**src/rtl/mdu_arbiter.sv**
```systemverilog
// mdu_arbiter: shares one multiply/divide unit between two requesters.
// A requester seen in IDLE is acked in the same cycle, and its operands are latched.
// The held operation is then presented to the mdu until the mdu returns a ready pulse.
// The result is routed back to the granted requester with a done pulse.
// When both requesters are pending, a priority pointer alternates between them.
//
// Optional build macro: MDU_ARB_RESULT_REG_EN
//   defined   : o_rd / o_reqn_done are registered (one cycle after i_mdu_ready)
//   undefined : o_rd / o_reqn_done are combinational from i_mdu_ready / i_mdu_rd
//
// state | meaning
// IDLE  | no operation in flight; arbitrate pending requests
// BUSY  | latched operation presented to mdu; waiting for i_mdu_ready

module mdu_arbiter #(
    parameter int XLEN = 32,
    parameter int OPW  = 3
) (
    input  logic            i_clk,
    input  logic            i_rst,
    input  logic            i_req0_valid,
    input  logic [XLEN-1:0] i_req0_rs1,
    input  logic [XLEN-1:0] i_req0_rs2,
    input  logic [OPW-1:0]  i_req0_op,
    input  logic            i_req1_valid,
    input  logic [XLEN-1:0] i_req1_rs1,
    input  logic [XLEN-1:0] i_req1_rs2,
    input  logic [OPW-1:0]  i_req1_op,
    output logic            o_req0_ack,
    output logic            o_req1_ack,
    output logic            o_req0_done,
    output logic            o_req1_done,
    output logic [XLEN-1:0] o_rd,
    output logic            o_busy,
    output logic [XLEN-1:0] o_mdu_rs1,
    output logic [XLEN-1:0] o_mdu_rs2,
    output logic [OPW-1:0]  o_mdu_op,
    output logic            o_mdu_valid,
    input  logic            i_mdu_ready,
    input  logic [XLEN-1:0] i_mdu_rd
);

    typedef enum logic {
        IDLE = 1'b0,
        BUSY = 1'b1
    } state_t;

    state_t          state_q, state_d;
    logic            prio_q, prio_d;     // 0: requester 0 wins a tie, 1: requester 1 wins
    logic            grant_q, grant_d;   // id of the requester owning the mdu
    logic [XLEN-1:0] rs1_q, rs2_q;
    logic [OPW-1:0]  op_q;
    logic            gnt0, gnt1;
    logic            cpl;
    logic            in_busy;

    // State, arbitration bookkeeping and operand capture at grant time.
    always_ff @(posedge i_clk) begin
        if (i_rst) begin
            state_q <= IDLE;
            prio_q  <= 1'b0;
            grant_q <= 1'b0;
            rs1_q   <= '0;
            rs2_q   <= '0;
            op_q    <= '0;
        end else begin
            state_q <= state_d;
            prio_q  <= prio_d;
            grant_q <= grant_d;
            if (gnt0) begin
                rs1_q <= i_req0_rs1;
                rs2_q <= i_req0_rs2;
                op_q  <= i_req0_op;
            end else if (gnt1) begin
                rs1_q <= i_req1_rs1;
                rs2_q <= i_req1_rs2;
                op_q  <= i_req1_op;
            end
        end
    end

    // Next-state, grant selection and completion detection.
    always_comb begin
        state_d     = state_q;
        prio_d      = prio_q;
        grant_d     = grant_q;
        gnt0        = 1'b0;
        gnt1        = 1'b0;
        cpl         = 1'b0;
        o_mdu_valid = 1'b0;
        o_busy      = 1'b0;
        case (state_q)
            IDLE: begin
                if (i_req0_valid && (!i_req1_valid || !prio_q)) begin
                    gnt0    = 1'b1;
                    grant_d = 1'b0;
                    state_d = BUSY;
                end else if (i_req1_valid) begin
                    gnt1    = 1'b1;
                    grant_d = 1'b1;
                    state_d = BUSY;
                end
            end
            BUSY: begin
                o_mdu_valid = 1'b1;
                o_busy      = 1'b1;
                // A completion coinciding with reset belongs to an aborted operation.
                if (i_mdu_ready && !i_rst) begin
                    cpl     = 1'b1;
                    prio_d  = ~grant_q;
                    state_d = IDLE;
                end
            end
            default: state_d = IDLE;
        endcase
    end

    assign in_busy    = (state_q == BUSY);
    assign o_req0_ack = gnt0;
    assign o_req1_ack = gnt1;

    // Operands are shown only while the request is live, so the mdu bus reads zero in IDLE.
    assign o_mdu_rs1  = in_busy ? rs1_q : '0;
    assign o_mdu_rs2  = in_busy ? rs2_q : '0;
    assign o_mdu_op   = in_busy ? op_q  : '0;

`ifdef MDU_ARB_RESULT_REG_EN
    logic            done0_q, done1_q;
    logic [XLEN-1:0] rd_q;

    // Result return pipelined by one cycle; the FSM is already back in IDLE meanwhile.
    always_ff @(posedge i_clk) begin
        if (i_rst) begin
            done0_q <= 1'b0;
            done1_q <= 1'b0;
            rd_q    <= '0;
        end else begin
            done0_q <= cpl & ~grant_q;
            done1_q <= cpl &  grant_q;
            rd_q    <= cpl ? i_mdu_rd : '0;
        end
    end

    assign o_req0_done = done0_q;
    assign o_req1_done = done1_q;
    assign o_rd        = rd_q;
`else
    assign o_req0_done = cpl & ~grant_q;
    assign o_req1_done = cpl &  grant_q;
    assign o_rd        = cpl ? i_mdu_rd : '0;
`endif

endmodule

```
**config.mk**
```make
export PLATFORM = sky130hd
export DESIGN_NAME = mdu_arbiter
export DESIGN_NICKNAME = d
export VERILOG_FILES = /design/src/rtl/mdu_arbiter.sv
export SDC_FILE = /design/constraint.sdc
export NUM_CORES = 1
export LEC_CHECK = 0
export ABC_AREA = 0
export ABC_CLOCK_PERIOD_IN_PS = 1200
export BUFFER_PORTS_ARGS = -buffer_cell sky130_fd_sc_hd__buf_2
export CAP_MARGIN = 0
export CELL_PAD_IN_SITES_DETAIL_PLACEMENT = 1
export CELL_PAD_IN_SITES_GLOBAL_PLACEMENT = 1
export CORE_MARGIN = 3
export CORE_UTILIZATION = 25
export DETAILED_ROUTE_END_ITERATION = 12
export GPL_TIMING_DRIVEN = 0
export PLACE_DENSITY_LB_ADDON = 0.1
export SYNTH_ARGS = -nofsm -noshare
export SYNTH_HDL_FRONTEND = slang
export SYNTH_SLANG_ARGS = --single-unit
```
**constraint.sdc**
```tcl
create_clock -name i_clk -period 1.2 [get_ports i_clk]
set_input_delay 0.12 -clock i_clk [delete_from_list [all_inputs] [get_ports i_clk]]
set_output_delay 0.12 -clock i_clk [all_outputs]
set_load 0.1 [all_outputs]
```
=== Yosys cells after proc, flatten, opt, wreduce, memory -nomap -nowiden ===
Cells that the tools add are included.

* Register bits after elaboration: 70
* Logic and storage cells: 43
* Input bits: 171

* Reduce and logical (&&, ||, !) cells: 10
* Bitwise operators: 4
* Muxes and demuxes: 23

{| class="wikitable"
|+ Operator list
! cell !! number
|-
| 32-bit two-way mux || 7
|-
| 1-bit two-way mux || 12
|-
| 3-bit two-way mux || 3
|-
| 2-bit AND reduction || 2
|-
| 2-bit nonzero test || 2
|-
| 1-bit logical NOT || 3
|-
| 1-bit bitwise AND || 2
|-
| 1-bit logical AND || 2
|-
| 1-bit inverter || 2
|-
| 1-bit case mux with 2 select lines || 1
|-
| 1-bit logical OR || 1
|}

=== Depth between registers and ports, before layout ===
Gate-level depths: netlist (run 1).

* Depth after elaboration: 7
* Mapped depth: 7

=== Worst setup path after synthesis (run 1) ===
No wires, ideal clock.

* Kind: register to output
* Start: register state_q (netlist: in_busy)
* End: output port o_req0_done
* Path slack: -2.219 ns
* Data required time: 1.080 ns
* Cell stages (with the launch flop): 4
* Data arrival time: 3.299 ns
* Path through: dfxtp_1 -> buf_6 -> nand2_1 -> nor3_1

* Cells in the longest elaborated chain, start to end: 2

{| class="wikitable"
|+ RTL lines
! what !! line !! RTL
|-
| start: declaration || 48 || <nowiki>state_t state_q, state_d;</nowiki>
|-
| start signal: assignment || 67 || <nowiki>state_q <= state_d;</nowiki>
|-
| 1-bit two-way mux || 92 || <nowiki>case (state_q)</nowiki>
|-
| 1-bit bitwise AND || 148 || <nowiki>assign o_req0_done = cpl & ~grant_q;</nowiki>
|-
| end: declaration || 31 || <nowiki>output logic o_req0_done,</nowiki>
|}

No other way between the ends.

=== Final worst setup path (run 1) ===
* Start: register state_q (netlist: in_busy)
* End: output port o_rd[18]

* Cells in the longest elaborated chain, start to end: 2

{| class="wikitable"
|+ RTL lines
! what !! line !! RTL
|-
| 1-bit two-way mux || 92 ||
|-
| 32-bit two-way mux || 150 || <nowiki>assign o_rd = cpl ? i_mdu_rd : '0;</nowiki>
|-
| end: declaration || 33 || <nowiki>output logic [XLEN-1:0] o_rd,</nowiki>
|}

No other way between the ends.

==> results.ini, run 1 <==
[timing]
setup_viol = 173
finClkSkew_ns = 0.006134
worst_pin_slew_ns = 0.7043
setup_ws_ns = -0.5102
relSlewSlack = 0.5304
grt_setup_unrepaired = yes
hold_viol_final = 0
clock.fmax_ghz = 0.5847
holdWs_ns = 0.04605
fin_crit_ns = 1.710
fin_crit_sh = 1.425
tns_ns = -72.19
maxSlewViolCount = 0

[grt]
grt_use_met2 = 0.4131
antenna_found_initial = 4
grt_busiest_layer = met2
grt_pass1_vias = 5251
grt_max_degree = 12
met3_usage = 0.05935
overflow = 0
use_met1 = 0.2646
grt_usage = 0.2287
grt_first_pass_wirelength_mm = 29.85

[clocking]
clkTransAtPathRegs_ns = 0.06
cts_made_buffers = 9
tritoncts = built
clockBufferDepth = 2
h-tree-depth = 3
cts_root_buf = clkbuf_16
numClockSinks = 70
cts_hold_buf = 0
insertion_delay_ns = 0.34

[floorplanning]
start_util = 0.2564
core_area_sq_mm = 0.01520
ios = 276
die_x_um = 130.9
die_h_um = 130.9
placementRows = 45
die-area_sq_mm = 0.01712

[power]
clock_power_share = 0.267
leakage_nw = 3.954
p_per_area_mw_per_mm2 = 1063
power_frac_seq = 0.268
switching_share = 0.3845
p_sw_mw = 3.999
pwr-share-comb = 0.465
peakVddDrop_v = 0.0007848
p_total_mw = 10.40
internal-power_mw = 6.401

[routing]
drc = 0
viasPerCell = 5.285
wirelength_mm = 24.02
drtPass1Iterations = 4
drt_iter0_drc = 209
ant_nets = 0
num_vias = 5100
wl_per_cell_um = 24.89

[place]
hpwl_mm = 13.66
globalplace.congestion = 0.8091
port_buffers = 274

[yosys]
ys_ff_latch = 70
postSynthAreaPerCell_sq_um = 8.719
seq_area_frac_synth = 0.3596
synth.distinct_cells = 20
synth_fp_nets = 618
synthCells = 447
syn_area_sq_mm = 0.003897
yosysWarnings = 0

[layout]
synthToLayoutAreaGrowth_pct = 150.9
fillCellCount = 1480
utilization = 0.6433
layout-drive-gt1-share = 0.8307
layout.nets = 940
mostFrequentLayoutCells = buf_2 (176), buf_12 (117), and2_4 (100)
layout_commonest_cell = buf_2

[min_path]
hp-class = primary input to register

[critical_path]
endpoint_kind = primary output
start_kind = register
cp.required_ns = 1.08
path_class = register to primary output
critPathArrivalTime_ns = 1.59
cp_max_fo = 9

[status]
outcome = finished with violations
violations = negative setup slack

[run]
cap_viol_max_count = 0

==> sequential cells by signal, indices dropped and copies added, names as in the netlist <==
register	count
prio_q	1
in_busy	1
rs2_q	32
rs1_q	32
op_q	3
grant_q	1
==> power by group through the flow <==
stage          sequential, mW  combinational [mW]  clock, mW
3_5_place_dp             2.76                3.25          0
4_1_cts                  2.71                3.98       2.85
5_1_grt                  2.80                5.03       2.96
3_3_place_gp             2.74                3.21          0
6_report                 2.78                4.84       2.78
2_1_floorplan            2.74                2.50          0
==> kinds of logic (layout without fill, tap and decap cells) <==
| logic type | count (synthesis) | in the layout | synth area share |
|---|---|---|---|
| flip-flops | 70 | 70 | 0.3595 |
| buffers and inverters | 58 | 385 | 0.09342 |
| AO/OA/AOI/OAI | 72 | 72 | 0.1839 |
| AND/OR/NAND/NOR | 247 | 247 | 0.3631 |
| other | 0 | 3 | 0 |
==> cell usage after synthesis <==
cell         n  area share
nor3_1     125        0.16
and2_1     101        0.16
dfxtp_1     70        0.36
o32ai_1     56        0.13
clkbuf_1    22       0.021
buf_2       18       0.023
buf_6       15       0.043
nor3_2      11       0.028
o32ai_2     11       0.046
nor2_1       4      0.0039
buf_4        3      0.0058
nand2_1      2      0.0019
nand2b_1     2      0.0032
a211oi_1     1      0.0019
a21bo_1      1      0.0026
a21oi_1      1      0.0013
a2bb2oi_1    1      0.0022
nor2b_1      1      0.0016
o21ba_4      1      0.0042
or2_2        1      0.0016
==> area by class of cell <==
| type | count | area (sq um) | area share |
|---|---|---|---|
| Antenna cell | 3 | 7.507 | 0.0007677 |
| Buffer | 56 | 648.1 | 0.06627 |
| Clock buffer | 12 | 256.5 | 0.02623 |
| Clock inverter | 4 | 45.04 | 0.004606 |
| Multi-Input combinational cell | 319 | 3640 | 0.3722 |
| Sequential cell | 70 | 1406 | 0.1438 |
| Tap cell | 188 | 235.2 | 0.02405 |
| Timing Repair Buffer | 313 | 3541 | 0.3621 |
==> per-layer routing <==
layer  vias up  share of wire
li1       2300              -
met1      2551           0.37
met2       200           0.55
met3        47          0.050
met4         2          0.031
met5         -        0.00054
==> per-stage QoR <==
| step | setup slack, ns | instances | instance area [sq um] |
|---|---|---|---|
| floorplan | -0.4848 | 447 | 4748 |
| global placement | -0.5718 | 909 | 6355 |
| detailed placement | -0.5885 | 909 | 6355 |
| CTS | -0.5235 | 943 | 8473 |
| global route | -0.5819 | 965 | 9779 |
| finish | -0.5102 | 965 | 9779 |
==> critical path, cell delays in order (launching register included) <==
cell and delay [ns]:
dfxtp_4 0.35, buf_8 0.13, nand2_8 0.05, nor2_4 0.10, buf_12 0.15, clkbuf_16 0.14
and2_4 0.16, buf_12 0.17
==> final timing paths <==
path / startpoint / to / slack, ns / depth (start not counted)
max reg2reg: in_busy / rs1_q[0] / -0.48 / 8
min: i_mdu_ready / in_busy / 0.05 / 2
min reg2reg: prio_q / prio_q / 0.51 / 2
max: in_busy / o_rd[18] / -0.51 / 7
==> what timing repair did <==
action | 4_1_cts | 5_1_grt
resized for setup | 431 | 151
buffers inserted | 15 | 11
cloned | 3 | 10
endpoints found under the setup margin | 174 | 175
pin swaps | 7 | 83
No activity file was read; power rests on OpenSTA's default activity.
==> run 2, diff against run 1 <==
--- a/config.mk
+++ b/config.mk
@@ -8,9 +8,10 @@
 export ABC_AREA = 0
 export ABC_CLOCK_PERIOD_IN_PS = 1200
 export BUFFER_PORTS_ARGS = -buffer_cell sky130_fd_sc_hd__buf_2
-export CAP_MARGIN = 0
+export CAP_MARGIN = 20
 export CELL_PAD_IN_SITES_DETAIL_PLACEMENT = 1
 export CELL_PAD_IN_SITES_GLOBAL_PLACEMENT = 1
+export CORE_ASPECT_RATIO = 2
 export CORE_MARGIN = 3
 export CORE_UTILIZATION = 25
 export DETAILED_ROUTE_END_ITERATION = 12
==> results.ini, run 2 (synthesized netlist as in run 1, its figures left out) <==
[status]
outcome = finished with violations
violations = negative setup slack

[timing]
setup_ws_ns = -0.4795
finClkSkew_ns = 0.006666
maxSlewViolCount = 0
fin_crit_ns = 1.679
setup_viol = 173
holdWs_ns = 0.06506
worst_pin_slew_ns = 0.6721
grt_setup_unrepaired = yes
relSlewSlack = 0.5519
fin_crit_sh = 1.400
clock.fmax_ghz = 0.5954
hold_viol_final = 0

[run]
cap_viol_max_count = 0

[place]
globalplace.congestion = 0.7903
dp.cells = 919
port_buffers = 274
hpwl_mm = 14.93
post-place-ws_ns = -0.6352

[critical_path]
cp-startpoint = in_busy
timing.rr.start = in_busy
cp_num_buf_inv = 4
critPathArrivalTime_ns = 1.56
cp_cell_sequence = buf_8 > nand2_8 > nor2_4 > buf_12 > clkbuf_16 > and2_4 > buf_12
cp_max_fo = 8
path_class = register to primary output
cp.required_ns = 1.08
crit_top_cell = buf_12
critPathSlowestCell = dfxtp_4
cpPeakStageDelay_ns = 0.35
endpoint_kind = primary output
start_kind = register
crit_family = buffers and inverters

[routing]
wl_per_cell_um = 22.80
viasPerCell = 5.110
ant_nets = 0
drt_iter0_drc = 175
wirelength_mm = 22.07
drtPass1Iterations = 4
num_vias = 4946
drc = 0

[power]
p_per_area_mw_per_mm2 = 1085
peakVddDrop_v = 0.0007369
leakage_nw = 3.747
p_total_mw = 9.839

[grt]
antenna_found_initial = 4
grt_usage = 0.2467
grt_first_pass_wirelength_mm = 32.14
grt_pass1_vias = 5755
overflow = 0
grt_max_degree = 12

[clocking]
h-tree-depth = 3
tritoncts = built
cts_hold_buf = 0
cts_root_buf = clkbuf_16
insertion_delay_ns = 0.33
clockBufferDepth = 2
clkTransAtPathRegs_ns = 0.05
numClockSinks = 70
cts_made_buffers = 9

[layout]
layout.nets = 934
utilization = 0.5928
mostFrequentLayoutCells = buf_2 (174), buf_12 (121), and2_4 (100)
layout_commonest_cell = buf_2
synthToLayoutAreaGrowth_pct = 132.6
largestRegisters = rs1_q: 32 flops, rs2_q: 32 flops, op_q: 3 flops
instances_no_fill = 968
layout-drive-gt1-share = 0.7627
fillCellCount = 1585

[floorplanning]
core_area_sq_mm = 0.01529
start_util = 0.2548
placementRows = 64
ios = 276
die-area_sq_mm = 0.01722
die_x_um = 94.29
die_h_um = 182.6

[min_path]
hp-start = i_mdu_ready
hp-class = primary input to register

## run 2: cell types whose count changed in the layout (fill, tap and decap cells not counted), sizes merged
cell / before / now
buf: 338 / 344
clkbuf: 43 / 30
clkinvlp: 0 / 1
clkinv: 3 / 2
## run 2: routing by layer
metal  vias to the layer above  GRT usage  share of wire
met4                         2     0.1117          0.038
met1                      2387     0.2136           0.30
met5                         -          0        0.00059
li1                       2282          -              -
met2                       224     0.5046           0.59
met3                        51    0.05569          0.068
## run 2: power breakdown
| part | switching (mW) | leakage (nW) | total [mW] | internal [mW] |
|---|---|---|---|---|
| combinational | 2.50 | 3.02 | 4.42 | 1.92 |
| sequential | 0.165 | 0.583 | 2.73 | 2.57 |
| clock | 1.04 | 0.141 | 2.69 | 1.65 |
| total | 3.70 | 3.75 | 9.84 | 6.13 |
## run 2: stage by stage
| step | instance area (sq um) | setup TNS, ns |
|---|---|---|
| floorplan | 4748 | -45.54 |
| global placement | 6367 | -67.13 |
| detailed placement | 6367 | -65.81 |
| CTS | 8885 | -67.15 |
| global route | 9066 | -74.22 |
| finish | 9066 | -64.38 |
## run 2: final timing paths
check	to	slack, ns	cells past startpoint
worst max-delay path	o_rd[13]	-0.48	7
worst min-delay path	in_busy	0.07	2
worst max register to register	rs2_q[22]	-0.41	8
worst min register to register	rs2_q[24]	0.51	2
## run 2: area by class of cell
| class | instances | area (sq um) | area share |
|---|---|---|---|
| antenna | 3 | 7.507 | 0.0008280 |
| buffer | 56 | 646.9 | 0.07135 |
| clock buffer | 11 | 242.7 | 0.02677 |
| clock inverter | 4 | 47.55 | 0.005244 |
| multi-input combinational | 319 | 3003 | 0.3312 |
| sequential | 70 | 1405 | 0.1550 |
| tap | 198 | 247.7 | 0.02733 |
| timing repair buffer | 307 | 3466 | 0.3823 |
## run 2: what timing repair did
item | in CTS | in global routing
setup endpoints to repair | 174 | 175
buffers inserted | 21 | 5
cloned | 9 | 1
pin swaps | 47 | 12
resized for setup | 474 | 35
==> run 3, diff against run 2 <==
--- a/config.mk
+++ b/config.mk
@@ -15,7 +15,7 @@
 export CORE_MARGIN = 3
 export CORE_UTILIZATION = 25
 export DETAILED_ROUTE_END_ITERATION = 12
-export GPL_TIMING_DRIVEN = 0
+export GPL_TIMING_DRIVEN = 1
 export PLACE_DENSITY_LB_ADDON = 0.1
 export SYNTH_ARGS = -nofsm -noshare
 export SYNTH_HDL_FRONTEND = slang
==> results.ini, run 3 (synthesized netlist as in run 1, its figures left out) <==
[timing]
worst_pin_slew_ns = 0.4646
hold_viol_final = 0
fin_crit_sh = 1.363
finClkSkew_ns = 0.01166
grt_setup_unrepaired = yes
maxSlewViolCount = 0
setup_ws_ns = -0.4360
clock.fmax_ghz = 0.6112
holdWs_ns = 0.04292
setup_viol = 174
relSlewSlack = 0.6902
fin_crit_ns = 1.636

[clocking]
cts_hold_buf = 0
clockBufferDepth = 2
clkTransAtPathRegs_ns = 0.07
h-tree-depth = 3
cts_made_buffers = 9
tritoncts = built
insertion_delay_ns = 0.34
numClockSinks = 70
cts_root_buf = clkbuf_16

[power]
internal-power_mw = 6.296
leakage_nw = 4.102
peakVddDrop_v = 0.0007055
p_per_area_mw_per_mm2 = 1033
clock_power_share = 0.236
power_frac_seq = 0.267
p_sw_mw = 4.199
pwr-share-comb = 0.497
switching_share = 0.4001

[layout]
layout.nets = 938
largestRegisters = rs1_q: 32 flops, rs2_q: 32 flops, op_q: 3 flops
layout-drive-gt1-share = 0.8444
mostFrequentLayoutCells = buf_2 (170), buf_12 (129), and2_4 (100)
fillCellCount = 1490
layout_commonest_cell = buf_2
synthToLayoutAreaGrowth_pct = 160.7
instances_no_fill = 978

[place]
hpwl_mm = 14.74
port_buffers = 275
post-place-ws_ns = -0.1102
dp.cells = 897
globalplace.congestion = 0.7857

[routing]
drt_iter0_drc = 217
num_vias = 5284
wl_per_cell_um = 27.34
drc = 0
wirelength_mm = 26.74
viasPerCell = 5.403
ant_nets = 0
drtPass1Iterations = 4

[floorplanning]
ios = 276
die_h_um = 182.6
die_x_um = 94.29
start_util = 0.2548
die-area_sq_mm = 0.01722
placementRows = 64
core_area_sq_mm = 0.01529

[status]
outcome = finished with violations
violations = negative setup slack

[critical_path]
endpoint_kind = primary output
critPathArrivalTime_ns = 1.52
cp_max_fo = 8
start_kind = register
cp.required_ns = 1.08
path_class = register to primary output

[grt]
grt_max_degree = 45
grt_usage = 0.2776
grt_pass1_vias = 5894
grt_first_pass_wirelength_mm = 35.49
antenna_found_initial = 8
overflow = 0

[min_path]
hp-class = primary input to register

[run]
cap_viol_max_count = 0

==> run 3: cell types whose count changed in the layout (fill, tap and decap cells not counted), moves of 6 or more <==
cell	delta
buf_12	+8
buf_16	+12
buf_4	+6
buf_6	+7
buf_8	-12
clkbuf_1	-6
clkbuf_8	-7
diode_2	+6
nor3_1	-22
nor3_4	+20
o32ai_1	-30
o32ai_2	+8
o32ai_4	+22
==> run 3: layer usage <==
| metal | track usage | vias up | share of wire |
|---|---|---|---|
| li1 | - | 2314 | - |
| met1 | 0.2442 | 2623 | 0.30 |
| met2 | 0.5498 | 276 | 0.58 |
| met3 | 0.06394 | 71 | 0.066 |
| met4 | 0.1516 | 0 | 0.051 |
| met5 | 0 | - | 0 |
==> run 3: path summary, 6_finish.rpt <==
check                 start            end  slack [ns]  depth (start not counted)
min reg2reg        rs1_q[7]       rs1_q[7]        0.50                          2
max                 in_busy  o_mdu_rs2[15]       -0.44                          5
max reg2reg         in_busy        op_q[1]       -0.37                          6
min          i_req1_rs2[26]      rs2_q[26]        0.04                          3
==> run 3: area by class of cell <==
| class | instances | area (sq um) | share of cell area |
|---|---|---|---|
| timing repair buffer | 367 | 4506 | 0.4434 |
| multi-input combinational | 319 | 3724 | 0.3664 |
| sequential | 70 | 1405 | 0.1383 |
| tap | 198 | 247.7 | 0.02438 |
| clock buffer | 11 | 232.7 | 0.02290 |
| clock inverter | 4 | 25.02 | 0.002462 |
| antenna | 9 | 22.52 | 0.002216 |
==> run 3: critical path: stages (launching register included) <==
cell	delay, ns
dfxtp_4	0.40
buf_12	0.15
buf_12	0.16
buf_4	0.14
and2_4	0.16
buf_12	0.17
==> run 3: power by group through the flow <==
stage                     registers [mW]  clock network (mW)  logic [mW]
after floorplan                     2.74                   0        2.50
after global placement              2.75                   0        3.75
after detailed placement            2.77                   0        3.82
after CTS                           2.75                2.49        4.79
after global routing                2.81                2.62        5.39
final                               2.80                2.48        5.22
==> run 3: metrics by stage <==
stage | setup TNS [ns] | instance area (sq um) | total power, mW | utilization
final | -59.25 | 10160 | 10.50 | 0.6644
after global routing | -65.66 | 10160 | 10.83 | 0.6644
after detailed placement | -4.931 | 7844 | 6.590 | 0.5128
after CTS | -51.93 | 9538 | 10.03 | 0.6236
after floorplan | -45.54 | 4748 | 5.236 | -
after global placement | -2.048 | 7844 | 6.499 | 0.5128
==> run 3: repair_timing <==
action | in CTS | in global routing
endpoints found under the setup margin | 172 | 173
buffers inserted | 25 | 17
gates resized for setup | 113 | 93
pin swaps | 99 | 46
gates cloned | 20 | 4
